[src/rtl/conv_out_collector.sv]
// Collects one frame of PE results, requantizes each sample to OUT_WIDTH bits and
// buffers it, then drains the frame in raster order over a valid/ready handshake.
module conv_out_collector #(
   parameter int KERNEL_SIZE = 2,
   parameter int FM_SIZE     = 4,
   parameter int OUT_WIDTH   = 16
) (
   input  logic                        i_clk,
   input  logic                        i_rst,
   input  logic signed [47:0]          i_P,
   input  logic                        i_en,
   input  logic [5:0]                  i_shift,
   input  logic                        i_relu,
   output logic signed [OUT_WIDTH-1:0] o_data,
   output logic                        o_valid,
   input  logic                        i_ready,
   output logic                        o_done,
   output logic                        o_overflow,
   output logic                        o_drop
);

   localparam int OUT_DIM = FM_SIZE - KERNEL_SIZE + 1;
   localparam int N       = OUT_DIM * OUT_DIM;
   localparam int AW      = (N > 1) ? $clog2(N) : 1;
   localparam int RW      = $clog2(N + 1);

   localparam logic signed [47:0] MAX_V = (48'sd1 <<< (OUT_WIDTH - 1)) - 48'sd1;
   localparam logic signed [47:0] MIN_V = -(48'sd1 <<< (OUT_WIDTH - 1));

   typedef enum logic [1:0] {COLLECT, FLUSH, DRAIN} state_t;

   state_t                 state_q, state_d;
   logic [AW-1:0]          wr_ptr_q, wr_ptr_d;
   logic [RW-1:0]          rd_ptr_q, rd_ptr_d;
   logic                   valid_q, valid_d;
   logic                   done_q, done_d;
   logic                   drop_q, drop_d;
   logic                   ovf_q;
   logic                   stage_vld_q;
   logic [AW-1:0]          stage_addr_q;
   logic signed [OUT_WIDTH-1:0] stage_data_q;
   logic signed [OUT_WIDTH-1:0] rd_data_q;
   logic signed [OUT_WIDTH-1:0] mem [N];

   logic                   accept, fetch, last_xfer;
   logic signed [47:0]     shifted, rectified;
   logic signed [OUT_WIDTH-1:0] sat_val;
   logic                   sat_hit;

   // Arithmetic shift floors toward -inf; ReLU precedes saturation.
   always_comb begin
      shifted   = i_P >>> i_shift;
      rectified = (i_relu && shifted[47]) ? '0 : shifted;
      sat_hit   = 1'b1;
      if (rectified > MAX_V) begin
         sat_val = MAX_V[OUT_WIDTH-1:0];
      end else if (rectified < MIN_V) begin
         sat_val = MIN_V[OUT_WIDTH-1:0];
      end else begin
         sat_val = rectified[OUT_WIDTH-1:0];
         sat_hit = 1'b0;
      end
   end

   assign accept    = (state_q == COLLECT) && i_en;
   assign fetch     = (state_q == DRAIN) && (rd_ptr_q < RW'(N)) && (!valid_q || i_ready);
   // rd_ptr_q == N means the word on o_data is the final entry of the frame.
   assign last_xfer = (state_q == DRAIN) && valid_q && i_ready && (rd_ptr_q == RW'(N));

   always_comb begin
      state_d  = state_q;
      wr_ptr_d = wr_ptr_q;
      rd_ptr_d = rd_ptr_q;
      valid_d  = valid_q;
      done_d   = 1'b0;
      drop_d   = drop_q | (i_en && (state_q != COLLECT));
      case (state_q)
         COLLECT: begin
            if (accept) begin
               if (wr_ptr_q == AW'(N - 1)) begin
                  wr_ptr_d = '0;
                  state_d  = FLUSH;
               end else begin
                  wr_ptr_d = wr_ptr_q + AW'(1);
               end
            end
         end
         FLUSH: state_d = DRAIN;
         DRAIN: begin
            if (fetch) begin
               rd_ptr_d = rd_ptr_q + RW'(1);
               valid_d  = 1'b1;
            end else if (valid_q && i_ready) begin
               valid_d  = 1'b0;
            end
            if (last_xfer) begin
               state_d  = COLLECT;
               rd_ptr_d = '0;
               valid_d  = 1'b0;
               done_d   = 1'b1;
            end
         end
         default: state_d = COLLECT;
      endcase
   end

   always_ff @(posedge i_clk) begin
      if (i_rst) begin
         state_q     <= COLLECT;
         wr_ptr_q    <= '0;
         rd_ptr_q    <= '0;
         valid_q     <= 1'b0;
         done_q      <= 1'b0;
         drop_q      <= 1'b0;
         ovf_q       <= 1'b0;
         stage_vld_q <= 1'b0;
      end else begin
         state_q     <= state_d;
         wr_ptr_q    <= wr_ptr_d;
         rd_ptr_q    <= rd_ptr_d;
         valid_q     <= valid_d;
         done_q      <= done_d;
         drop_q      <= drop_d;
         ovf_q       <= ovf_q | (accept & sat_hit);
         stage_vld_q <= accept;
      end
   end

   always_ff @(posedge i_clk) begin
      if (accept) begin
         stage_data_q <= sat_val;
         stage_addr_q <= wr_ptr_q;
      end
   end

   always_ff @(posedge i_clk) begin
      if (stage_vld_q) begin
         mem[stage_addr_q] <= stage_data_q;
      end
   end

   // Registered read; the fetch enable freezes it while the consumer stalls.
   always_ff @(posedge i_clk) begin
      if (i_rst) begin
         rd_data_q <= '0;
      end else if (fetch) begin
         rd_data_q <= mem[rd_ptr_q[AW-1:0]];
      end
   end

   assign o_data     = rd_data_q;
   assign o_valid    = valid_q;
   assign o_done     = done_q;
   assign o_overflow = ovf_q;
   assign o_drop     = drop_q;

endmodule

[config.mk]
export PLATFORM = sky130hd
export DESIGN_NAME = conv_out_collector
export DESIGN_NICKNAME = d
export VERILOG_FILES = /design/src/rtl/conv_out_collector.sv
export SDC_FILE = /design/constraint.sdc
export NUM_CORES = 1
export LEC_CHECK = 0
export BUFFER_PORTS_ARGS = -buffer_cell sky130_fd_sc_hd__buf_2
export CORE_MARGIN = 2
export CORE_UTILIZATION = 25
export DETAILED_ROUTE_END_ITERATION = 8
export HOLD_SLACK_MARGIN = 0.03
export SYNTH_ARGS = -nofsm -noshare
export SYNTH_HDL_FRONTEND = slang
export SYNTH_SLANG_ARGS = --single-unit
[constraint.sdc]
create_clock -name i_clk -period 9.65 [get_ports i_clk]
set_clock_uncertainty 0.1 [all_clocks]
set_input_delay 0 -clock i_clk [delete_from_list [all_inputs] [get_ports i_clk]]
set_output_delay 0 -clock i_clk [all_outputs]
set_load 0.005 [all_outputs]
# After elaboration in Yosys (flattened, before gate mapping)

Memory sizes are Yosys's and may differ from the RTL's. A register that Yosys moved wholly into a read port is not among the register bits.
Cells that the tools add are included.

Register bits: 35
RAM bits: 144
Input bits: 59
Output and inout port bits: 20
Logic and storage cells: 65
Memories: 1

Add/sub/neg operators: 2
Order comparisons: 3
Equal/unequal tests: 7
Shift operators: 1
Mux-type cells: 17
Bitwise operators: 4
Reduce and logical (&&, ||, !) cells: 20

Memory list:

| memory | words | bits a word | rd ports | clocked after memory_dff | wr ports | line | text |
|---|---|---|---|---|---|---|---|
| mem    | 9     | 16          | 1        | 1                        | 1        | 43   | `logic signed [OUT_WIDTH-1:0] mem [N];` |

Operators with widths:

| operator                                                                          | number |
|---|---|
| 48-bit by 16-bit greater-than comparator with 1-bit output, second input constant | 1 |
| 48-bit by 16-bit < comparator with 1-bit output, second input constant            | 1 |
| 48-bit two-way mux                                                                | 1 |
| 48-bit by 6-bit >>> shifter with 48-bit output                                    | 1 |
| 16-bit two-way mux                                                                | 1 |
| 4-bit two-way mux                                                                 | 3 |
| 1-bit logical AND                                                                 | 9 |
| 4-bit by 1-bit adder with 4-bit output, second input constant                     | 2 |
| 4-bit equality test, second input constant                                        | 2 |
| 1-bit two-way mux                                                                 | 8 |
| 2-bit two-way mux                                                                 | 3 |
| 2-bit one-hot mux with 3 select lines                                             | 1 |
| 2-bit AND reduction                                                               | 3 |
| 4-bit < comparator, second input constant                                         | 1 |
| 2-bit inequality test, second input constant                                      | 2 |
| 2-bit nonzero test                                                                | 2 |
| 3-bit AND reduction                                                               | 1 |
| 3-bit nonzero test                                                                | 1 |
| 2-bit by 1-bit equality test with 1-bit output, second input constant             | 1 |
| 2-bit equality test, second input constant                                        | 1 |
| 2-bit logical NOT                                                                 | 1 |
| 2-bit by 1-bit inequality test with 1-bit output, second input constant           | 1 |
| 1-bit bitwise OR                                                                  | 2 |
| 2-bit OR reduction                                                                | 1 |
| other kinds (4)                                                                   | 4 |

# Longest topological paths before layout

Depth after elaboration: 8
Gate-level depth with buffers: 14
Gate-level depth less buffers: 8

# Least setup slack after synthesis

OpenSTA, ideal clock, no wires.

Path type: input port to flip-flop
Start: input port i_shift[1]
End: register stage_data_q[0], data pin
Setup time: 0.267 ns
Data arrival time: 2.655 ns
Required time: 9.283 ns
Slack: 6.628 ns
Stages: 11
Path buffers: 4
Path through: buf_6 buf_12 buf_12 mux2_4 mux4_2 o21a_1 a221o_1 or4b_4 o31ai_4 buf_4 o21ai_0

Cells in the longest elaborated chain, start to end: 5
Elaborated cells on any way between the ends: 6
Those cells by class: order compare (2); shift (1); mux (2); reduce/logical (1)

RTL lines:

| what                                             | line | text |
|---|---|---|
| start: declaration                               | 12   | `input logic [5:0] i_shift,` |
| 48-bit by 6-bit >>> shifter with 48-bit output * | 52   | `shifted = i_P >>> i_shift;` |
| 1-bit logical AND                                | 53   | `rectified = (i_relu && shifted[47]) ? '0 : shifted;` |
| 48-bit two-way mux *                             | 53   |  |
| 48-bit by 16-bit < comparator with 1-bit output  | 57   | `end else if (rectified < MIN_V) begin` |
| 16-bit two-way mux                               | 57   |  |
| end signal: assignment                           | 131  | `stage_data_q <= sat_val;` |
| end: declaration                                 | 41   | `logic signed [OUT_WIDTH-1:0] stage_data_q;` |

Mark *: on every way between the ends. The rest lies on a longest branch, timed or not.
A chain may end at the register's enable or synchronous reset.

# Final worst setup path

Ends and elaborated chain as after synthesis.

==> metrics.md <==
| Metric | Value |
|---|---|
| Yosys Warn Count | 0 |
| Final RePlAce weighted congestion | 0.9781 |
| Drt via density | 5.128 |
| Top-count cell post-synth | edfxtp_1 |
| Net Sw Power | 0.4876 mW |
| Routed len/inst | 19.65 µm |
| Sequential fraction of the synthesis area | 48.52% |
| Total Routing Usage GR | 12.92% |
| Fmax | 263.0 MHz |
| Pre-CTS WS | 5471 ps |
| Port bufs | 78 |
| First-pass GRT wire length | 47400 µm |
| Post-Syn Area | 11430 µm² |
| DRT iter0 DRCs | 708 |
| VDD IR-drop max | 0.0001233 V |
| Simple-gate share of the synthesized area | 9.797% |
| Largest net degree at the start of global routing | 77 |
| Data required, critical path | 9670 ps |
| Vias post-DR | 8112 |
| NumNets Final | 1033 |
| Hold Vio Cnt, Final | 0 |
| Share of cells above drive strength 1 | 26.27% |
| Post-Synth Adder-Cell Area | 0.5473% |
| Post-synthesis compound-gate area fraction | 11.33% |
| Setup ws final | 5848 ps |
| Initial cell density of the core | 25.24% |
| Area Overhead vs Synth | 14.10% |
| Synth top area cells | edfxtp_1 43%, mux4_2 14%, mux2i_1 6.7% |
| Leak pwr | 4.354 nW |
| Comb pwr share | 14.8% |
| Setup crit end kind | flip-flop |
| Max-cap violation count | 0 |
| WL final | 31080 µm |
| Post-cts sizing count | 0 |
| Post-route ant nets | 0 |
| Yosys reg bits | 195 |
| Cell chain of the critical path | buf_4 -> mux4_4 -> mux2_2 -> mux2i_1 -> o2bb2ai_1 -> nand4_1 -> or4b_1 -> o31ai_4 -> o21ai_0 |
| Fillers | 4670 |
| Core ar. | 45280 µm² |
| CP max stage delay | 750 ps |
| GR Overflow Total | 0 |
| Final setup viols | 0 |
| Worst Setup Start Kind | input pin |
| # diodes | 0 |
| Highest-delay cell along the critical path | mux4_4 |
| Number of flops mapped to enable cells by yosys | 164 |
| Total clock sinks | 195 |
| Ys async rst share | 0% |
| Xor/xnor share of the synthesized area | 0.1533% |
| Post-CTS Setup Bufs | 0 |
| Final HPWL DP | 21800 µm |
| # IOs | 79 |
| Die Span X | 217.8 µm |
| Initial antenna violation count | 0 |
| Num CTS Buffers | 17 |
| Drt first pass iters | 5 |
| RSZ-0062 raised after global routing | false |
| PwrDens | 149.6 nW/µm² |
| Reg clk slew, reported paths | 70 ps |
| Maximum root-to-sink buffer count | 2 |
| Status | finished, final reports clean |
| Die area | 47450 µm² |
| Final Cycle Share | 39.40% |
| Cell Area, Placed | 12360 µm² |
| Count of different cell masters after synthesis | 77 |
| Mapped Nets | 983 |
| Commonest cells in the netlist | 164 x edfxtp_1, 86 x nand2_1, 86 x nor2_1 |
| Ys flop type | edfxtp_1 |
| CTS tree | yes |
| Die Y | 217.8 µm |
| Std cell rows | 78 |
| Post-route setup TNS | 0 ps |
| Synth area leader | edfxtp_1 |
| Tot Pwr | 1.951 mW |
| Root Driver | clkbuf_16 |
| Number of global-route vias before repair | 7645 |
| Worst slew margin | 34.93% |
| Fin crit period | 3802 ps |
| Largest family of logic cells by synthesized area | multiplexers |
| CTS Hold Bufs | 6 |
| Mux share of post-synthesis cell area | 25.99% |
| Max Slew Vio Count | 0 |
| Design Area, Final | 13040 µm² |
| Worst hold path class | input pin to flip-flop |
| Syn Inst Count | 919 |
| H-tree depth | 4 |
| Share of the synthesized area in the top cell type | 43.09% |
| Clock Power Share | 36.6% |
| Kind of critical path | input pin to flip-flop |
| Syn Area/Cell | 12.44 µm² |
| Skew-Pair Late Insertion Delay | 430 ps |
| Worst Path Arrival | 3830 ps |
| Proportion of power drawn by flip-flops and latches | 48.6% |
| Switching Share | 24.99% |
| P_int | 1.464 mW |
| Worst Max-Slew Pin Slew | 976.0 ps |
| Residual DRC | 0 |
| Largest fanout on the critical path | 76 |
-- power by group through the flow --
stage / Clock [mW] / Combinational (mW) / Sequential [mW]
final: 0.713 / 0.289 / 0.949
after floorplan: 0 / 0.197 / 0.959
after detailed placement: 0 / 0.280 / 0.968
after CTS: 0.730 / 0.283 / 0.949
after global routing: 0.764 / 0.307 / 0.952
after global placement: 0 / 0.283 / 0.966
-- sequential cells by signal (all words and copies together) (netlist names) --
name,count
mem,144
o_data,16
stage_data_q,16
rd_ptr_q,4
stage_addr_q,4
wr_ptr_q,4
state_q,2
o_done,1
o_drop,1
o_overflow,1
o_valid,1
stage_vld_q,1
-- logic make-up (layout without fill, tap and decap cells) --
group / count (synthesis) / after routing
simple gates: 244 / 244
xor+xnor: 2 / 2
fa+ha+maj: 5 / 5
compound gates: 196 / 196
buf+inv: 84 / 147
mux: 193 / 193
flops: 195 / 195
-- cell usage in the layout, fill, tap and decap left out, types with 5 or more instances in the layout --
| cell type | synthesis | routed |
|---|---|---|
| nand2_1 | 86 | 86 |
| o21ai_0 | 70 | 70 |
| nand2b_1 | 10 | 10 |
| nor2_1 | 86 | 86 |
| clkbuf_16 | 0 | 20 |
| mux2_2 | 38 | 38 |
| mux4_2 | 72 | 72 |
| nor2b_1 | 7 | 7 |
| a221o_1 | 7 | 7 |
| buf_4 | 9 | 19 |
| dlygate4sd3_1 | 0 | 6 |
| a211o_1 | 5 | 5 |
| buf_2 | 12 | 77 |
| a22oi_1 | 6 | 6 |
| mux2i_1 | 76 | 76 |
| nand3_1 | 10 | 10 |
| o211ai_1 | 10 | 10 |
| edfxtp_1 | 164 | 164 |
| o21a_1 | 5 | 5 |
| o22ai_1 | 12 | 12 |
| dfxtp_1 | 31 | 30 |
| inv_1 | 11 | 11 |
| ha_1 | 5 | 5 |
| a21oi_1 | 32 | 31 |
| a211oi_1 | 5 | 5 |
| nor3_1 | 9 | 6 |
-- worst paths after layout --
path	startpoint	end	slack, ps	depth (start not counted)
worst max-delay path	i_shift[1]	stage_data_q[0]	5850	9
worst min-delay path	i_shift[4]	stage_data_q[6]	360	3
worst max register to register	rd_ptr_q[0]	o_valid	6720	7
worst min register to register	o_data[9]	o_data[9]	390	2
-- critical path, delay by kind of cell --
kind                   cells  cell delay, ps
and+or+nand+nor            2             700
AOI/OAI and AO/OA          3             900
buffers and inverters      1             740
muxes                      3            1480
-- metal layers --
layer  wire length [µm]  up-vias  track usage, %
met4                641        0           4.059
met2              14540      318           20.50
met5                  0        -               0
met1              14190     4050           18.28
met3               1711       42           1.674
li1                   -     3702               -
-- area by class of cell --
type | instances | area (µm²) | area share [%]
Multi-Input combinational cell | 640 | 5490 | 42.10
Clock buffer | 23 | 531.8 | 4.078
Timing Repair Buffer | 102 | 588.1 | 4.509
Sequential cell | 195 | 5547 | 42.53
Clock inverter | 9 | 85.08 | 0.6524
Inverter | 13 | 48.80 | 0.3742
Tap cell | 600 | 750.7 | 5.756
-- stage by stage --
step	hold slack (ps)	util, %	cells
2_1_floorplan	-15.71	-	919
6_report	361.1	28.80	1582
3_5_place_dp	203.8	27.30	1544
4_1_cts	291.0	28.80	1582
3_3_place_gp	182.8	27.30	1544
5_1_grt	372.0	28.80	1582
(Power assumes the default switching activity.)
